[src/rtl/baw_pkg.sv]
// Shared constants and helpers for the Black-and-White card datapath.
// Card colour is the low bit of the card value: odd cards are black.
package baw_pkg;

    localparam int NUM_CARDS = 9;
    localparam int SEL_W     = 16;

    localparam logic [1:0] MATCH_TIE = 2'b00;
    localparam logic [1:0] MATCH_P1  = 2'b01;
    localparam logic [1:0] MATCH_P2  = 2'b10;

    function automatic logic card_is_black(input logic [3:0] value);
        return value[0];
    endfunction

endpackage

[src/rtl/baw_card_count.sv]
// Purely combinational: a 9-bit remaining-card mask to black/white counts.
module baw_card_count
    import baw_pkg::*;
(
    input  logic [NUM_CARDS-1:0] card,
    output logic [3:0]           black,
    output logic [3:0]           white
);

    always_comb begin
        // NOTE: both counts get a default before the loop so no path leaves them unassigned (no latch).
        black = '0;
        white = '0;
        for (int n = 0; n < NUM_CARDS; n++) begin
            if (card[n]) begin
                if (card_is_black(4'(n))) begin
                    black = black + 4'd1;
                end else begin
                    white = white + 4'd1;
                end
            end
        end
    end

endmodule

[src/rtl/baw_card_logic.sv]
// Registered core: per-player colour counts, hand-card compare and a
// highest-index-wins priority encoder on the card-select vector.
module baw_card_logic
    import baw_pkg::*;
(
    input  logic                 clk,
    input  logic                 resetn,
    input  logic [NUM_CARDS-1:0] p1_card,
    input  logic [NUM_CARDS-1:0] p2_card,
    input  logic [3:0]           p1_handcard,
    input  logic [3:0]           p2_handcard,
    input  logic [SEL_W-1:0]     sel,
    output logic [3:0]           p1_black,
    output logic [3:0]           p1_white,
    output logic [3:0]           p2_black,
    output logic [3:0]           p2_white,
    output logic [1:0]           matchresult,
    output logic [3:0]           sel_index,
    output logic                 sel_valid,
    output logic                 sel_multi
);

    logic [3:0] p1_black_d, p1_white_d, p2_black_d, p2_white_d;
    logic [1:0] match_d;
    logic [3:0] index_d;
    logic       valid_d, multi_d;

    baw_card_count u_p1_count (
        .card  (p1_card),
        .black (p1_black_d),
        .white (p1_white_d)
    );

    baw_card_count u_p2_count (
        .card  (p2_card),
        .black (p2_black_d),
        .white (p2_white_d)
    );

    always_comb begin
        match_d = MATCH_TIE;
        if (p1_handcard > p2_handcard) begin
            match_d = MATCH_P1;
        end else if (p1_handcard < p2_handcard) begin
            match_d = MATCH_P2;
        end
    end

    // Scanning upward lets the highest set bit overwrite lower ones.
    always_comb begin
        index_d = '0;
        for (int i = 0; i < SEL_W; i++) begin
            if (sel[i]) begin
                index_d = 4'(i);
            end
        end
        valid_d = |sel;
        multi_d = |(sel & (sel - SEL_W'(1)));
    end

    // NOTE: output registers use non-blocking assignments and clear asynchronously on resetn.
    always_ff @(posedge clk or negedge resetn) begin
        if (!resetn) begin
            p1_black    <= '0;
            p1_white    <= '0;
            p2_black    <= '0;
            p2_white    <= '0;
            matchresult <= MATCH_TIE;
            sel_index   <= '0;
            sel_valid   <= 1'b0;
            sel_multi   <= 1'b0;
        end else begin
            p1_black    <= p1_black_d;
            p1_white    <= p1_white_d;
            p2_black    <= p2_black_d;
            p2_white    <= p2_white_d;
            matchresult <= match_d;
            sel_index   <= index_d;
            sel_valid   <= valid_d;
            sel_multi   <= multi_d;
        end
    end

endmodule

[config.mk]
export PLATFORM = sky130hd
export DESIGN_NAME = baw_card_logic
export DESIGN_NICKNAME = d
export VERILOG_FILES = /design/src/rtl/baw_pkg.sv /design/src/rtl/baw_card_count.sv /design/src/rtl/baw_card_logic.sv
export SDC_FILE = /design/constraint.sdc
export NUM_CORES = 1
export LEC_CHECK = 0
export ABC_CLOCK_PERIOD_IN_PS = 1100
export CAP_MARGIN = 20
export CORE_UTILIZATION = 45
export CTS_CLUSTER_SIZE = 20
export DETAILED_ROUTE_END_ITERATION = 7
export GPL_ROUTABILITY_DRIVEN = 0
export PLACE_DENSITY = 0.95
export SYNTH_ARGS = -nofsm -noshare
export SYNTH_HDL_FRONTEND = slang
export SYNTH_SLANG_ARGS = --single-unit
[constraint.sdc]
create_clock -name clk -period 1.1 [get_ports clk]
set_input_delay 0.22 -clock clk [delete_from_list [all_inputs] [get_ports clk]]
set_output_delay 0.22 -clock clk [all_outputs]
set_load 0.02 [all_outputs]
==> flow_metrics.tcl, run 1 <==
set metrics [dict create \
    outcome "did not finish" \
    haltStage "global routing" \
    error_line "[ERROR DPL-0038] Utilization greater than 100%, impossible to legalize" \
    grt_max_degree 25 \
    dpl.hpwl_um 3990 \
    floorplan.initialDensity_pct 48.6 \
    fp.dieH_um 60.4 \
    ys_ff_latch 24 \
    rows 20 \
    synth_area_um2 1530 \
    htree_levels 1 \
    worst_endpoint "sel_multi$_DFF_PN0_/D" \
    synth-edff-count 0 \
    yosys_warnings 0 \
    synth-async-reset-ratio_pct 100 \
    die_x_um 60.4 \
    cts_made_buffers 3 \
    ys_seq_area_share_pct 39.2 \
    synth_ff_type "dfrtp_1" \
    pre_cts_ws_ns -1.35 \
    ctsLongestPathBuffers 2 \
    worst_path_end_type "register input" \
    ys_types 33 \
    io_pins 68 \
    synth_cells 157 \
    portBuffers 67 \
    cts_num_sinks 24 \
    syn_avg_cell_area_um2 9.76 \
    cts-root-buf "clkbuf_4" \
]
## cell families after synthesis
logic type | after synthesis | synth area share [%]
adder cells (fa/ha/maj) | 19 | 15.3
other | 1 | 0.245
AO/OA/AOI/OAI | 25 | 10.7
flip-flops | 24 | 39.2
AND/OR/NAND/NOR | 48 | 16.7
XOR/XNOR | 16 | 9.14
multiplexers | 6 | 4.24
buffers and inverters | 18 | 4.41
## stage by stage
stage | hold slack [ns] | std cells | util [%] | area [um2] | setup TNS [ns]
floorplan | -0.0756 | 158 | - | 1720 | -3.99
global placement | 0.584 | 310 | 87.7 | 2770 | -17.20
detailed placement | 0.587 | 310 | 87.7 | 2770 | -18.52
CTS | 0.225 | 319 | 92.9 | 2930 | -2.77
## cells in the mapped netlist, types with 2 or more instances
| master | count | area [um2] |
|---|---|---|
| nor4_1 | 3 | 18.8 |
| nor4_2 | 2 | 25.0 |
| a2111oi_0 | 2 | 17.5 |
| mux2_2 | 4 | 45.0 |
| nand4_1 | 2 | 12.5 |
| xor2_1 | 12 | 105 |
| or3_1 | 2 | 12.5 |
| ha_1 | 18 | 225 |
| nand2_1 | 12 | 45.0 |
| o21ai_0 | 5 | 25.0 |
| a21oi_1 | 8 | 40.0 |
| nand3_1 | 7 | 35.0 |
| nor3_1 | 4 | 20.0 |
| xnor2_1 | 4 | 35.0 |
| nor2_1 | 9 | 33.8 |
| o21bai_1 | 2 | 15.0 |
| inv_1 | 18 | 67.6 |
| nand2b_1 | 3 | 18.8 |
| a211oi_1 | 2 | 15.0 |
| dfrtp_1 | 24 | 601 |
| mux2i_1 | 2 | 20.0 |
## repair_timing
item / 4_1_cts
resized for setup: 223
pin swaps: 24
endpoints found under the hold margin: 0
buffers inserted: 7
hold buffers: 0
endpoints found under the setup margin: 46
==> run 2, diff against run 1 <==
CORE_UTILIZATION = 35   (was 45)
CTS_CLUSTER_SIZE = default   (was 20)
PLACE_DENSITY = default   (was 0.95)
PLACE_DENSITY_LB_ADDON = 0.15   (was default)
==> run 2 against run 1 <==
The flow now finishes, with violations (negative setup slack). Area after synthesis stayed put. Synthesized cell count is the same.
==> flow_metrics.tcl, run 2 <==
set metrics [dict create \
    antenna_found_initial 0 \
    cp-end-kind "flop" \
    synth_top_area_share_pct 39.2 \
    synth_area_um2 1530 \
    ys_ff_latch 24 \
    cts_num_sinks 24 \
    clkPwrFrac_pct 24.3 \
    final_cell_mix "39 x buf_4, 28 x buf_2, 24 x dfrtp_1" \
    dr.pass1.iters 4 \
    p_int_w 0.00218 \
    pwr-share-seq_pct 32.2 \
    period_minus_slack_ns 1.62 \
    grt_pass1_wl_um 7110 \
    finalInstanceArea_um2 3050 \
    drv_slew 0 \
    switching_share_pct 31.2 \
    grt_use_total_pct 20.8 \
    ys_types 33 \
    io_pins 68 \
    syn2layout_area_growth_pct 98.8 \
    drc 0 \
    arrival_ns 1.78 \
    power_switching_w 0.000986 \
    power_density_nw_per_um2 1040 \
    fin_ws_ns -0.522 \
    synth.most_common_cell "dfrtp_1" \
    outcome "finished, violations left" \
    setup_viol 10 \
    violations "negative setup slack" \
    yosys-top-cells-count "24 x dfrtp_1, 18 x ha_1, 18 x inv_1" \
    startpoint_type "input port" \
    worstPathMaxFanout 2 \
    fin_crit_sh_pct 147 \
    vdd_drop_max_uv 579 \
    layout-drive-gt1-share_pct 56.7 \
    rows 23 \
    hold_buffers 0 \
    fmax_mhz 616 \
    setup.worst_path.class "input port to flop" \
    ant_nets 0 \
    final_util_pct 74.0 \
    cts_tree "yes" \
    post_drt_wl_per_cell_um 14.4 \
    p_leak_nw 1.36 \
    drv_cap 0 \
    placed_cell_area_um2 2740 \
    combPwrFrac_pct 43.4 \
    nNetsFinal 338 \
    rsz0062_at_grt "true" \
    htree_levels 1 \
    synth_ff_type "dfrtp_1" \
    wl_um 4690 \
    core_um2 4120 \
    final_common_cell "buf_4" \
    hold_viol_final 0 \
    floorplan.initialDensity_pct 37.2 \
    num_vias 1628 \
    cp.required_ns 1.26 \
    die_x_um 68.2 \
    ys_seq_area_share_pct 39.2 \
    first_global_vias 1678 \
    syn_avg_cell_area_um2 9.76 \
    fp.dieH_um 68.2 \
    fillers 284 \
    dpl.hpwl_um 3450 \
    pre_cts_ws_ns -1.34 \
    detail_route.iter0.violations 91 \
    synth.area.top_cells "dfrtp_1 39%, ha_1 15%, xor2_1 6.9%" \
    n_antenna_cell 0 \
    via_per_inst 5.01 \
    synth_cells 157 \
    die_area_um2 4650 \
    portBuffers 67 \
    synth-async-reset-ratio_pct 100 \
    synth-edff-count 0 \
    grt_max_degree 25 \
    hold_class "input port to asynchronous set/reset pin" \
    cts.clk_slew.worst_paths_ns 0.08 \
    fin_cells 325 \
    ctsLongestPathBuffers 2 \
    synth_top_area_cell "dfrtp_1" \
    cts-root-buf "clkbuf_8" \
    grt-ovfl-total 0 \
    yosys_warnings 0 \
    cts_made_buffers 3 \
    dp_cells 311 \
]
==> run 2: cell counts after synthesis <==
Identical to the previous run, type by type.
==> run 2: layout make-up <==
cell class,instances,area [um2],area share (%)
repair buffers,113,920,30.2
flip-flops and latches,24,601,19.7
clock buffers,3,41.3,1.36
inverters,18,118,3.86
multi-input cells,116,1270,41.8
well taps,50,62.6,2.05
clock inverters,1,30.0,0.986
==> run 2: critical path: stages <==
cell and delay (ns):
buf_12 0.09, inv_12 0.03, ha_4 0.23, xor2_2 0.17
ha_1 0.30, mux2_4 0.28, ha_4 0.21, mux2_4 0.25
==> run 2: power groups by stage <==
stage	sequential (W)	combinational (W)	clock [W]
after global routing	0.00103	0.00147	0.000818
after global placement	0.00104	0.00120	0
final	0.00102	0.00137	0.000770
after CTS	0.00102	0.00127	0.000785
after detailed placement	0.00104	0.00124	0
after floorplan	0.00119	0.000395	0
==> run 2: worst paths after layout <==
| kind | from | to | slack (ns) | cells past startpoint |
|---|---|---|---|---|
| max in group asynchronous | resetn | sel_index[3] | 0.66 | 2 |
| min | resetn | matchresult[1] | 0.30 | 2 |
| max | p1_card[2] | p1_white[1] | -0.52 | 8 |
| min in group clk | p2_card[5] | p2_black[2] | 0.33 | 3 |
==> run 2: routing by layer <==
layer  wire (um)  global-route usage, %  part of all wire [%]
met1        1570                   18.8                    34
met2        2700                   41.5                    58
met3         266                   4.67                   5.7
met4         152                   11.2                   3.2
met5           0                      0                     0
==> run 2: cells by family (layout without fill, tap and decap cells) <==
| family | Yosys count | after routing | share of synthesized area [%] |
|---|---|---|---|
| XOR/XNOR | 16 | 16 | 9.14 |
| multiplexers | 6 | 6 | 4.24 |
| flip-flops | 24 | 24 | 39.2 |
| AND/OR/NAND/NOR | 48 | 48 | 16.7 |
| buffers and inverters | 18 | 135 | 4.41 |
| other | 1 | 2 | 0.245 |
| adder cells (fa/ha/maj) | 19 | 19 | 15.3 |
| AO/OA/AOI/OAI | 25 | 25 | 10.7 |
==> run 2: metrics by stage <==
step	power (W)	hold WS [ns]	setup TNS, ns
after global placement	0.00223	0.589	-17.14
after detailed placement	0.00229	0.588	-18.53
after CTS	0.00308	0.299	-3.41
after global routing	0.00332	0.298	-3.15
final	0.00316	0.297	-2.73
after floorplan	0.00159	-0.0756	-3.99
==> run 2: timing repair <==
item,4_1_cts,5_1_grt
pin swaps,29,26
gates resized for setup,218,48
setup endpoints to repair,46,17
setup buffers,8,5
Note: power is estimated with default switching activity, not from simulation.
